File: src/rtl/pattern_scanner.sv
// Single-pattern animator across NUM_DIGITS seven-segment digits with an
// integrated multiplexed display driver (bounce, wrap, blink, pause/step, mirror).
module pattern_scanner #(
    parameter int         NUM_DIGITS = 4,
    parameter int         STEP_DIV   = 100000000,
    parameter int         SCAN_DIV   = 100000,
    parameter logic [7:0] UP_PAT     = 8'b00111001,
    parameter logic [7:0] DOWN_PAT   = 8'b11000101
) (
    input  logic                          clk,
    input  logic                          rst,
    input  logic                          en,
    input  logic                          pause,
    input  logic                          step_now,
    input  logic [1:0]                    mode,
    output logic [7:0]                    cathodes,
    output logic [NUM_DIGITS-1:0]         anodes,
    output logic [$clog2(NUM_DIGITS)-1:0] pos,
    output logic                          phase
);

    localparam int PW  = $clog2(NUM_DIGITS);
    localparam int SDW = $clog2(STEP_DIV);
    localparam int SW  = (SCAN_DIV > 1) ? $clog2(SCAN_DIV) : 1;
    localparam logic [PW-1:0] LAST = PW'(NUM_DIGITS - 1);

    typedef enum logic {PH_UP = 1'b0, PH_DOWN = 1'b1} phase_t;
    typedef enum logic [1:0] {
        M_BOUNCE    = 2'b00,
        M_WRAP_UP   = 2'b01,
        M_WRAP_DOWN = 2'b10,
        M_BLINK     = 2'b11
    } mode_t;

    logic [SDW-1:0] step_cnt;
    logic [SW-1:0]  scan_cnt;
    logic [PW-1:0]  sel;
    logic [PW-1:0]  pos_q, pos_d;
    phase_t         phase_q, phase_d;
    logic           vis_q, vis_d;
    logic           tick, adv;
    logic [PW-1:0]  lidx;
    logic [7:0]     digit;

    assign tick  = (step_cnt == SDW'(STEP_DIV - 1));
    // A tick coinciding with step_now while paused still yields a single advance.
    assign adv   = (tick & ~pause) | (step_now & pause);
    assign pos   = pos_q;
    assign phase = phase_q;

    always_ff @(posedge clk or posedge rst) begin
        if (rst) begin
            step_cnt <= '0;
            pos_q    <= '0;
            phase_q  <= PH_UP;
            vis_q    <= 1'b1;
        end else begin
            // NOTE: sequential state uses non-blocking assignments so every
            // register samples pre-edge values regardless of statement order.
            step_cnt <= tick ? '0 : step_cnt + 1'b1;
            pos_q    <= pos_d;
            phase_q  <= phase_d;
            vis_q    <= vis_d;
        end
    end

    always_comb begin
        // NOTE: defaults first so every path assigns every output; no latches.
        pos_d   = pos_q;
        phase_d = phase_q;
        vis_d   = vis_q;
        if (adv) begin
            vis_d = 1'b1;
            case (mode_t'(mode))
                M_BOUNCE: begin
                    if (phase_q == PH_UP) begin
                        if (pos_q == LAST) phase_d = PH_DOWN;
                        else               pos_d   = pos_q + 1'b1;
                    end else begin
                        if (pos_q == '0)   phase_d = PH_UP;
                        else               pos_d   = pos_q - 1'b1;
                    end
                end
                M_WRAP_UP: begin
                    phase_d = PH_UP;
                    pos_d   = (pos_q == LAST) ? '0 : pos_q + 1'b1;
                end
                M_WRAP_DOWN: begin
                    phase_d = PH_DOWN;
                    pos_d   = (pos_q == '0) ? LAST : pos_q - 1'b1;
                end
                default: vis_d = ~vis_q;
            endcase
        end
    end

    always_comb begin
        lidx  = en ? sel : LAST - sel;
        digit = 8'hFF;
        if (lidx == pos_q && vis_q)
            digit = (phase_q == PH_DOWN) ? DOWN_PAT : UP_PAT;
    end

    // Outputs are driven from the current sel, so they trail sel by one clock.
    always_ff @(posedge clk or posedge rst) begin
        if (rst) begin
            scan_cnt <= '0;
            sel      <= '0;
            anodes   <= '1;
            cathodes <= 8'hFF;
        end else begin
            if (scan_cnt == SW'(SCAN_DIV - 1)) begin
                scan_cnt <= '0;
                sel      <= (sel == LAST) ? '0 : sel + 1'b1;
            end else begin
                scan_cnt <= scan_cnt + 1'b1;
            end
            anodes   <= ~(NUM_DIGITS'(1) << sel);
            cathodes <= digit;
        end
    end

endmodule

File: config.mk
export PLATFORM = sky130hd
export DESIGN_NAME = pattern_scanner
export DESIGN_NICKNAME = d
export VERILOG_FILES = /design/src/rtl/pattern_scanner.sv
export SDC_FILE = /design/constraint.sdc
export NUM_CORES = 1
export LEC_CHECK = 0
export ABC_AREA = 1
export CAP_MARGIN = 10
export CORE_MARGIN = 10
export CORE_UTILIZATION = 45
export CTS_BUF_LIST = sky130_fd_sc_hd__clkbuf_4
export DETAILED_ROUTE_END_ITERATION = 16
export PLACE_DENSITY = 0.74
export REMOVE_ABC_BUFFERS = 1
export SYNTH_ARGS = -nofsm -noshare
export SYNTH_HDL_FRONTEND = slang
export SYNTH_SLANG_ARGS = --single-unit
File: constraint.sdc
create_clock -name clk -period 2.3 [get_ports clk]
set_input_delay 0.46 -clock clk [delete_from_list [all_inputs] [get_ports clk]]
set_output_delay 0.46 -clock clk [all_outputs]
set_load 0.05 [all_outputs]
==> results.yml <==
status:
  status: "finished, final reports clean"
timing:
  finalCritPeriodShare_pct: 96.7
  finClkSkew_ns: 0.00752
  rsz0062_at_grt: "false"
  finalCriticalPeriod_ns: 2.22
  worst_pin_slew_ns: 0.533
  hold_viol_final: 0
  max_freq_ghz: 0.450
  slew_headroom_pct: 64.4
  fin_tns_setup_ns: 0
  setup-violations-final: 0
  slew_viol_final: 0
worst_setup_path:
  crit_family: "buffers and inverters"
  start_kind: "flop"
  critPathKind: "flop to primary output"
  crit_path_cell_trace: "clkdlybuf4s50_1"
  cpPeakStageDelay_ns: 0.81
  rr_startpoint: "scan_cnt[0]"
  cp_num_buf_inv: 1
  slowest_stage: "clkdlybuf4s50_1"
  startpoint: "cathodes[6]"
  cp_max_fo: 3
  critical_path.endpoint_type: "primary output"
  crit_arrival_ns: 1.76
  cp.required_ns: 1.84
synth:
  yosysWarnings: 0
  ys_seq_area_share_pct: 43.2
  synth-edff-count: 0
  yosysUniqueCellTypes: 36
  async_flop_share_pct: 100
  syn_area_sq_mm: 0.00332
  syn_avg_cell_area_sq_um: 8.09
  ys_ff_latch: 57
  netlist_instances: 411
  yosys_most_used_dff: "dfrtp_1"
cells_and_area:
  final_cell_count_no_fill: 542
  synthToLayoutAreaGrowth_pct: 13.3
  drive_gt1_share_pct: 12.2
  nets: 457
  postLayoutCellArea_sq_mm: 0.00376
  insertedDiodeCount: 0
routing:
  drc: 0
  routed_wl_um: 6710
  drt_iter0_markers: 145
  vias_per_cell: 4.91
  wl_per_cell_um: 12.4
  first_pass_iters: 4
  ant_nets: 0
  vias: 2662
floorplanning:
  die-width_um: 106
  core_sq_mm: 0.00721
  ioPinCount: 22
  initial_core_util_pct: 46.1
  die_area_sq_mm: 0.0112
  fp-row-count: 31
  die_y_um: 106
place:
  portBuffers: 20
  placed_area_sq_mm: 0.00363
  hpwlAfterDp_um: 5070
  place_congestion: 0.928
  dp.cells: 526
clock_network:
  clock_latency_ns: 0.40
  cts_resized: 0
  clk_root_buffer_cell: "clkbuf_4"
  cts_hold_buf: 0
  path_clk_slew_ns: 0.10
  cts_tree: "yes"
  numCtsBuffers: 9
  cts_setup_buffers: 0
  clockBufferDepth: 2
  cts-htree-levels: 3
  cts_sinks: 57
min_path:
  hold_class: "input port to async pin"
global_routing:
  grt_pass1_wl_um: 12200
  globalRouteOverflowTotal: 0
  grt_pass1_vias: 2759
  antenna_found_initial: 0
  grt.total_usage_pct: 13.0
  grt_max_degree: 40
run:
  maxCapViolations: 0
power:
  clock_power_share_pct: 32.5
  switching_power_w: 0.000683
  p_sw_share_pct: 30.7
  p_int_w: 0.00154
  p_seq_share_pct: 48.8
  peakVddDrop_uv: 394
  power_density_mw_per_mm2: 591
  power.leakage_nw: 1.82
  combPwrFrac_pct: 18.7
-- cell families after synthesis --
family	after synthesis	synth area share (%)
adders and majority gates	12	4.52
and+or+nand+nor	207	30.9
AOI/OAI and AO/OA	31	5.08
xor gates and xnor gates	26	6.85
other	1	0.113
DFF	57	43.2
buffers and inverters	77	9.26
-- path summary, 6_finish.rpt --
kind                       slack [ns]           end  cells past startpoint
max                              0.08   cathodes[7]                      1
min                              0.36        sel[1]                      2
max reg2reg                      0.63  scan_cnt[15]                      6
min reg2reg                      0.48   scan_cnt[0]                      1
max in group asynchronous        1.34   cathodes[5]                      3
min in group clk                 0.48   scan_cnt[0]                      1
-- Yosys cell counts (all sizes together) (3+ instances only) --
library cell  instances  area share [%]
a21oi                 8             1.2
a31oi                 3            0.56
buf                   5             1.1
dfrtp                49              37
dfstp                 8             6.3
ha                   12             4.5
inv                  72             8.1
nand2                83              10
nand3                21             4.3
nand4                15             3.0
nor2                 64             8.5
nor3                 16             3.2
nor4                  5             1.4
o21ai                16             2.4
xnor2                 6             1.6
xor2                 20             5.3
-- worst register-to-register path, delay by kind of cell (launching register included) --
kind,cells,cell delay (ns)
fa+ha+maj,1,0.19
flops,1,0.39
simple gates,5,0.97
-- routing by layer --
| metal | vias up | routed length, um | track usage, % |
|---|---|---|---|
| met5 | - | 0 | 0 |
| met1 | 1252 | 3020 | 15.2 |
| met4 | 0 | 77 | 3.97 |
| met2 | 46 | 3310 | 22.0 |
| li1 | 1353 | - | - |
| met3 | 11 | 304 | 4.41 |
-- stage by stage --
step                hold slack, ns  power (W)  setup slack [ns]  util (%)
floorplan                    0.433    0.00138             0.454         -
global placement             0.446    0.00151             0.346      50.3
detailed placement           0.474    0.00152             0.260      50.3
CTS                          0.341    0.00225            0.0419      52.2
global route                 0.365    0.00233           0.00353      52.2
finish                       0.357    0.00223            0.0763      52.2
-- registers in the layout (all words and copies together), names as in the netlist --
signal	count
phase	1
vis_q	1
scan_cnt	17
step_cnt	27
sel	2
anodes	4
cathodes	3
pos	2
-- layout by cell type, fill, tap and decap left out, types with 2 or more instances in the layout --
cell type,n
nand2_1,79
inv_1,65
nor2_1,58
dfrtp_1,49
xor2_1,20
clkdlybuf4s50_1,20
nand3_1,15
nand4_1,14
o21ai_0,12
ha_1,12
clkbuf_4,12
nor3_1,11
a21oi_1,8
dfstp_2,8
inv_2,7
xnor2_1,6
nand3_2,5
nor3_2,5
nor4_1,4
o21ai_1,4
nor2_4,3
a31oi_1,3
nand2_2,2
nand2_4,2
nor2_2,2
clkinv_2,2
-- layout make-up --
class / count / area, sq um
clock buffers: 12 / 90.1
clock inverters: 4 / 43.8
fillers: 667 / 3450
inverters: 72 / 270
multi-input cells: 277 / 1580
flip-flops and latches: 57 / 1440
well taps: 99 / 124
repair buffers: 21 / 220
-- power groups by stage --
stage	combinational [W]	sequential, W	clock [W]
floorplan	0.000135	0.00124	0
global placement	0.000412	0.00110	0
detailed placement	0.000419	0.00110	0
CTS	0.000420	0.00108	0.000750
global route	0.000450	0.00109	0.000785
finish	0.000416	0.00109	0.000724
Note: power is estimated with default switching activity, not from simulation.
==> variant (config.mk and constraints unchanged) <==
Set the parameter `SCAN_DIV` to 50000 (it was 100000).
--- a/src/rtl/pattern_scanner.sv
+++ b/src/rtl/pattern_scanner.sv
@@ -3,7 +3,7 @@
 module pattern_scanner #(
     parameter int         NUM_DIGITS = 4,
     parameter int         STEP_DIV   = 100000000,
-    parameter int         SCAN_DIV   = 100000,
+    parameter int         SCAN_DIV   = 50000,
     parameter logic [7:0] UP_PAT     = 8'b00111001,
     parameter logic [7:0] DOWN_PAT   = 8'b11000101
 ) (
Check against the original RTL: no difference found for any inputs over 10 cycles, from zero or initial values and one cycle with rst high; that may be too few to reach the edited logic, so the function may still have changed.
==> variant against the unedited design <==
Sequential cell count fell by 1; cell count fell by 2.8%; design area fell by 2.8%; routed wire length fell by 3.8%; area after synthesis fell by 0.87%; maximum frequency barely moved; setup slack improved by 1.3 ps; total power fell by 14%.
==> variant: results (changes against the unedited design) <==
leakage component of the power=1.71 nW (was 1.82 nW); Post-synth top cells=84 x sky130_fd_sc_hd__nand2_1, 60 x sky130_fd_sc_hd__inv_1, 49 x sky130_fd_sc_hd__nor2_1, 48 x sky130_fd_sc_hd__dfrtp_1, 28 x sky130_fd_sc_hd__xor2_1 (was 79 x sky130_fd_sc_hd__nand2_1, 66 x sky130_fd_sc_hd__inv_1, 58 x sky130_fd_sc_hd__nor2_1, 49 x sky130_fd_sc_hd__dfrtp_1, 20 x sky130_fd_sc_hd__xor2_1); relative area of clock buffers and inverters in the final design=0.0168 (was 0.0356); distinct cell type count of the synthesized netlist=35 (was 36); part of the Yosys area used for sequential elements=0.428 (was 0.432); worst clock skew=12.2 ps (was 7.52 ps); clk slew on worst S/H paths=160 ps (was 100 ps); total net switching power=0.625 mW (was 0.683 mW); Synth-to-Final Area Change=11.0% (was 13.3%); clock network latency to the later pin of the worst-skew pair=380 ps (was 400 ps); net count reported at finish=446 (was 457); most area-consuming cells after synthesis=sky130_fd_sc_hd__dfrtp_1 36%, sky130_fd_sc_hd__nand2_1 9.6%, sky130_fd_sc_hd__xor2_1 7.4% (was sky130_fd_sc_hd__dfrtp_1 37%, sky130_fd_sc_hd__nand2_1 8.9%, sky130_fd_sc_hd__inv_1 7.5%); post-synthesis register bit count=56 (was 57); Cell Area, Synth=3290 um2 (was 3320 um2); share of final-layout standard cells stronger than drive strength 1=0.126 (was 0.122); multi-input combinational cell count=276 (was 277); number of design-rule violations left by the first detailed-router iteration=114 (was 145); final instance count without filler cells=527 (was 542); proportion of final cell area spent on non-clock buffers=0.0602 (was 0.0585); minimum setup slack after placement=263 ps (was 260 ps); total clock network power=0.448 mW (was 0.724 mW); average wire length per cell after detail routing=12.3 um (was 12.4 um); detailed placement HPWL=5150 um (was 5070 um); status=completed (unchanged); met1 usage in global routing=0.154 (was 0.152); met1 layer wirelength in the final routing=2900 um (was 3020 um); Filler cells=680 (was 667); vias in the first global route=2558 (was 2759); final weighted congestion in routability-driven placement=0.938 (was 0.928); total clock buffers created by CTS=5 (was 9); actual transition at the worst max-transition pin=547 ps (was 533 ps); H-tree depth=2 (was 3); number of clock buffers in the layout=6 (was 12); Seq area share=0.386 (was 0.382); non-clock inverter count=67 (was 72); met3 capacity usage during global routing=0.0317 (was 0.0441); met2 track demand over resource in global routing=0.207 (was 0.220); highest ir drop seen on vdd=0.362 mV (was 0.394 mV); sum of met3 wire segment lengths after detailed routing=249 um (was 304 um); Gate Count Post-Synth=405 (was 411); wire length of the first global-routing pass=11700 um (was 12200 um); placed standard-cell area=3600 um2 (was 3630 um2)
==> variant: cell types whose count changed after synthesis, moves of 2 or more <==
| cell | change |
|---|---|
| sky130_fd_sc_hd__o21ai_0 | -4 |
| sky130_fd_sc_hd__xnor2_1 | -4 |
| sky130_fd_sc_hd__a31oi_1 | -3 |
| sky130_fd_sc_hd__nand2_1 | +5 |
| sky130_fd_sc_hd__xor2_1 | +8 |
| sky130_fd_sc_hd__nor3_1 | +8 |
| sky130_fd_sc_hd__nor2_2 | +4 |
| sky130_fd_sc_hd__nor2_1 | -9 |
| sky130_fd_sc_hd__a21oi_1 | -4 |
| sky130_fd_sc_hd__nor3_2 | +3 |
| sky130_fd_sc_hd__nor4_1 | -2 |
| sky130_fd_sc_hd__inv_1 | -6 |
==> variant: cell families (layout without fill, tap and decap cells) <==
kind of cell,after synthesis,count (layout),synth area share
DFF,56,56,0.428
other,1,1,0.00114
adders and majority gates,12,12,0.0456
buffers and inverters,73,96,0.0904
AOI/OAI and AO/OA,19,19,0.0323
xor gates and xnor gates,30,30,0.0798
and+or+nand+nor,214,214,0.322
==> variant: worst paths after layout <==
check | from | endpoint | slack, ps | cells after the start
setup / recovery | cathodes[5]$_DFF_PP1_ | cathodes[5] | 80 | 1
hold / removal | rst | scan_cnt[8]$_DFF_PP0_ | 410 | 2
setup reg to reg | step_cnt[0]$_DFF_PP0_ | step_cnt[20]$_DFF_PP0_ | 530 | 8
hold reg to reg | vis_q$_DFFE_PP1P_ | vis_q$_DFFE_PP1P_ | 520 | 2
max in group asynchronous | rst | step_cnt[19]$_DFF_PP0_ | 1330 | 3
min in group clk | vis_q$_DFFE_PP1P_ | vis_q$_DFFE_PP1P_ | 520 | 2
